===== config.mk =====
export PLATFORM = sky130hd
export DESIGN_NAME = mod_exp_ctrl
export DESIGN_NICKNAME = d
export VERILOG_FILES = /design/src/rtl/mod_exp_ctrl.sv
export SDC_FILE = /design/constraint.sdc
export NUM_CORES = 1
export LEC_CHECK = 0
export BUFFER_PORTS_ARGS = -buffer_cell sky130_fd_sc_hd__clkbuf_2
export CAP_MARGIN = 5
export CORE_ASPECT_RATIO = 1.4
export CORE_MARGIN = 8
export CORE_UTILIZATION = 44
export DETAILED_ROUTE_END_ITERATION = 7
export PLACE_DENSITY_LB_ADDON = 0.1
export SLEW_MARGIN = 20
export SYNTH_ARGS = -nofsm -noshare
export SYNTH_HDL_FRONTEND = slang
export SYNTH_SLANG_ARGS = --single-unit

===== constraint.sdc =====
create_clock -name clk -period 1.6 [get_ports clk]
set_clock_uncertainty 0.1 [all_clocks]
set_input_delay 0 -clock clk [delete_from_list [all_inputs] [get_ports clk]]
set_output_delay 0 -clock clk [all_outputs]
set_load 0.03 [all_outputs]

===== src/rtl/mod_exp_ctrl.sv =====
// mod_exp_ctrl: sequencer for right-to-left binary modular exponentiation.
// Optional macro CONST_TIME_EN: fixed WIDTH iterations with dummy multiplies on 0 bits.
module mod_exp_ctrl #(
  parameter  int WIDTH = 32,
  localparam int CW    = $clog2(WIDTH + 1)
) (
  input  logic             clk,
  input  logic             reset,
  input  logic             start,
  input  logic [WIDTH-1:0] exp_in,
  input  logic             abort,
  output logic             sr_load_shift,
  output logic [WIDTH-1:0] sr_to_load,
  input  logic             sr_bit,
  input  logic             sr_empty,
  output logic             mul_start,
  output logic             mul_sel,
  input  logic             mul_done,
  output logic             init,
  output logic             result_we,
  output logic             base_we,
  output logic             busy,
  output logic             done
);

  typedef enum logic [3:0] {
    S_IDLE  = 4'd0,
    S_LOAD  = 4'd1,
    S_CHECK = 4'd2,
    S_MUL   = 4'd3,
    S_MUL_W = 4'd4,
    S_SQR   = 4'd5,
    S_SQR_W = 4'd6,
    S_SHIFT = 4'd7,
    S_DONE  = 4'd8
  } state_e;

  state_e           state_q, state_d;
  logic [WIDTH-1:0] shadow_q, shadow_d;
  logic [CW-1:0]    count_q, count_d;
  logic             last_iter_s;

`ifdef CONST_TIME_EN
  // Remembers whether the current multiply is real or a dummy one.
  logic             bit_q, bit_d;
`endif

  assign last_iter_s = (count_q == CW'(WIDTH));

  // State register, shadow exponent and iteration counter
  always_ff @(posedge clk or negedge reset) begin
    if (!reset) begin
      state_q  <= S_IDLE;
      shadow_q <= {WIDTH{1'b0}};
      count_q  <= {CW{1'b0}};
`ifdef CONST_TIME_EN
      bit_q    <= 1'b0;
`endif
    end else begin
      state_q  <= state_d;
      shadow_q <= shadow_d;
      count_q  <= count_d;
`ifdef CONST_TIME_EN
      bit_q    <= bit_d;
`endif
    end
  end

  // Next-state and output decode
  always_comb begin
    state_d       = state_q;
    shadow_d      = shadow_q;
    count_d       = count_q;
`ifdef CONST_TIME_EN
    bit_d         = bit_q;
`endif
    sr_load_shift = 1'b0;
    sr_to_load    = shadow_q;
    mul_start     = 1'b0;
    mul_sel       = 1'b0;
    init          = 1'b0;
    result_we     = 1'b0;
    base_we       = 1'b0;
    busy          = (state_q != S_IDLE);
    done          = 1'b0;

    case (state_q)
      S_IDLE: begin
        if (start) begin
          state_d  = S_LOAD;
          shadow_d = exp_in;
          count_d  = {CW{1'b0}};
        end else begin
          state_d  = S_IDLE;
        end
      end
      S_LOAD: begin
        init    = 1'b1;
        state_d = S_CHECK;
      end
      S_CHECK: begin
`ifdef CONST_TIME_EN
        bit_d = sr_bit;
        if (last_iter_s) begin
          state_d = S_DONE;
        end else begin
          state_d = S_MUL;
        end
`else
        if (sr_empty || last_iter_s) begin
          state_d = S_DONE;
        end else if (sr_bit) begin
          state_d = S_MUL;
        end else begin
          state_d = S_SQR;
        end
`endif
      end
      S_MUL: begin
        mul_start = 1'b1;
        mul_sel   = 1'b0;
        state_d   = S_MUL_W;
      end
      S_MUL_W: begin
        mul_sel = 1'b0;
        if (mul_done) begin
`ifdef CONST_TIME_EN
          result_we = bit_q;
`else
          result_we = 1'b1;
`endif
          state_d   = S_SQR;
        end else begin
          state_d   = S_MUL_W;
        end
      end
      S_SQR: begin
        mul_start = 1'b1;
        mul_sel   = 1'b1;
        state_d   = S_SQR_W;
      end
      S_SQR_W: begin
        mul_sel = 1'b1;
        if (mul_done) begin
          base_we = 1'b1;
          state_d = S_SHIFT;
        end else begin
          state_d = S_SQR_W;
        end
      end
      S_SHIFT: begin
        // The external register shifts this cycle; the shadow tracks it.
        sr_load_shift = 1'b1;
        shadow_d      = shadow_q >> 1;
        count_d       = count_q + CW'(1);
        state_d       = S_CHECK;
      end
      S_DONE: begin
        done    = 1'b1;
        state_d = S_IDLE;
      end
      default: begin
        state_d = S_IDLE;
      end
    endcase

    // Cancel wins over every transition and suppresses all completion pulses.
    if (abort && (state_q != S_IDLE)) begin
      state_d   = S_IDLE;
      done      = 1'b0;
      result_we = 1'b0;
      base_we   = 1'b0;
    end else begin
      state_d   = state_d;
    end
  end

endmodule


==> flow_metrics.tcl <==
set metrics [dict create \
    status "finished with violations" \
    failed_checks "negative setup slack" \
    dr_total_vias 2093 \
    grt_pass1_vias 2142 \
    rsz0062_at_grt "true" \
    synth_cell_types 39 \
    fmax_ghz 0.578 \
    initial_core_util 0.449 \
    setup.worst_path.end_class "output pin" \
    startpoint_type "flop" \
    wirelength_um 6680 \
    hp-class "in2reg" \
    worst_pin_slew_ns 0.523 \
    synth-seq-area-share 0.491 \
    relSlewSlack 0.651 \
    grt_util_all_layers 0.173 \
    cp_common_cell "buf_6" \
    grt.overflow.total 0 \
    grt_start_max_net_pins 43 \
    synth_flop_cell "dfrtp_1" \
    hold_ws_ns 0.0225 \
    ios 79 \
    antenna_cells 0 \
    layout.nets 360 \
    cts_tree "built" \
    yosysTopAreaCell "dfrtp_1" \
    synth_fp_nets 223 \
    cts_buffers 5 \
    slowest_stage "dfrtp_1" \
    worstSkewPairLatency_ns 0.29 \
    wl_per_cell_um 17.4 \
    rows 30 \
    cts-htree-levels 2 \
    hpwl_um 3980 \
    yosysWarnings 0 \
    ant_nets 0 \
    synth-edff-count 0 \
    crit_type "reg2out" \
    clk_path_buf_depth 2 \
    synth_cells 182 \
    antenna_found_initial 0 \
    clockRootBuffer "clkbuf_8" \
    firstDrtPassIters 4 \
    async_flop_share 1.00 \
    gp_congestion 0.815 \
    die_w_um 74.9 \
    power_density_mw_per_mm2 2010 \
    port_buffers 78 \
    yosysMostFrequentCell "dfrtp_1" \
    crit_path_cell_trace "buf_6, buf_6, or3_4, nor3b_2, clkbuf_8" \
    dieArea_mm2 0.00738 \
    clkTransAtPathRegs_ns 0.07 \
    setup_viol 35 \
    grt_pass1_wl_um 10200 \
    syn_to_final_growth_pct 66.0 \
    crit_required_ns 1.50 \
    yosys-top-cells-area "dfrtp_1, o32a_1, o21a_1" \
    crit_buf_inv 3 \
    syn_area_mm2 0.00214 \
    clock-sinks 42 \
    min_period_ns 1.73 \
    slew_violations 0 \
    dpl.cell_count 325 \
    core_area_mm2 0.00477 \
    fp.dieH_um 98.5 \
    avgSynthCellArea_um2 11.8 \
    vias_per_cell 5.46 \
    first_iter_violations 96 \
    critPathMaxStageDelay_ns 0.40 \
    crit_family "simple AND/OR/NAND/NOR gates" \
    setup_ws_ns -0.129 \
    crit_fanout 3 \
    ir_drop_v 0.00146 \
    fillers 336 \
    totalPowerFinal_mw 7.12 \
    drive_gt1_frac 0.448 \
    power_leakage_nw 1.58 \
    final_util 0.745 \
    yosysTopAreaCellShare 0.491 \
    synth_seq_cells 42 \
    critPathArrivalTime_ns 1.63 \
    fin_crit_sh 1.08 \
    drc 0 \
    synth_common_cells "dfrtp_1, o21a_1, o32a_1" \
    finalHoldViolations 0 \
    instances_no_fill 383 \
    cap_violations 0 \
]
## routing by layer
metal / GRT usage / vias up / part of all wire
met5: 0 / - / 0
met4: 0.0576 / 0 / 0.022
met3: 0.0467 / 15 / 0.053
met2: 0.284 / 61 / 0.52
met1: 0.206 / 1030 / 0.41
li1: - / 987 / -
## worst reg2reg max path, cell delays in order, from the launching register on
cell and delay (ns):
dfrtp_1 0.40, buf_6 0.13, nor4_4 0.32, inv_4 0.09
buf_12 0.17, o32a_1 0.29, o21a_1 0.11
## sequential cells by signal (all words and copies together), names as in the netlist
register and cells:
sr_to_load 32, count_q 6, state_q 4
## worst paths after layout
kind	start	endpoint	slack, ns	cells after the start
max reg2reg	state_q[0]$_DFF_PN0_	sr_to_load[25]$_DFFE_PN0P_	-0.12	6
min reg2reg	count_q[5]$_DFFE_PN0P_	count_q[5]$_DFFE_PN0P_	0.37	1
max	state_q[0]$_DFF_PN0_	done	-0.13	5
max in group asynchronous	reset	state_q[3]$_DFF_PN0_	0.82	3
min in group asynchronous	reset	sr_to_load[27]$_DFFE_PN0P_	0.20	3
min	mul_done	state_q[0]$_DFF_PN0_	0.02	4
## cell usage in the layout (no fill, tap or decap), types with 2 or more instances in the layout
master,instances
clkbuf_2,70
dfrtp_1,41
dlygate4sd3_1,37
o21a_1,32
o32a_1,30
buf_6,14
clkbuf_8,12
buf_4,12
inv_1,4
nand2_1,4
a21oi_2,4
buf_12,4
nor3b_2,3
o21ai_0,3
nor2_1,2
and3_1,2
nand4_1,2
mux2i_1,2
o21ai_2,2
a21oi_1,2
ha_1,2
## power breakdown
part / internal, mW / switching [mW]
logic: 1.98 / 2.34
clock network: 0.499 / 0.352
registers: 1.53 / 0.419
## cell type report
| type | instances | area, um2 | area share |
|---|---|---|---|
| Timing Repair Buffer | 146 | 1180 | 0.333 |
| Multi-Input combinational cell | 117 | 1090 | 0.307 |
| Sequential cell | 42 | 1050 | 0.296 |
| Clock buffer | 6 | 82.6 | 0.0233 |
| Tap cell | 64 | 80.1 | 0.0226 |
| Inverter | 7 | 33.8 | 0.00951 |
| Clock inverter | 1 | 30.0 | 0.00846 |
## metrics by stage
step           TNS, ns  setup WS, ns  cell area, um2
2_1_floorplan    -1.72       -0.0827            2160
6_report         -3.43        -0.129            3550
3_3_place_gp    -0.455       -0.0235            2690
3_5_place_dp     -1.22       -0.0513            2690
4_1_cts          -3.50        -0.126            3440
5_1_grt          -6.43        -0.197            3550
## logic make-up after synthesis
family	share of synthesized area
flops	0.491
buf+inv	0.0655
fa+ha+maj	0.0117
mux	0.00936
compound gates	0.320
simple gates	0.0901
xor+xnor	0.0123
## what timing repair did
| action | 4_1_cts | 5_1_grt |
|---|---|---|
| buffers inserted | 10 | 5 |
| hold endpoints to repair | 79 | 0 |
| hold buffers | 37 | 0 |
| resized for setup | 37 | 23 |
| pin swaps | 7 | 10 |
| cloned | 1 | 1 |
| endpoints found under the setup margin | 41 | 49 |
Power figures use the tool's default switching activity.
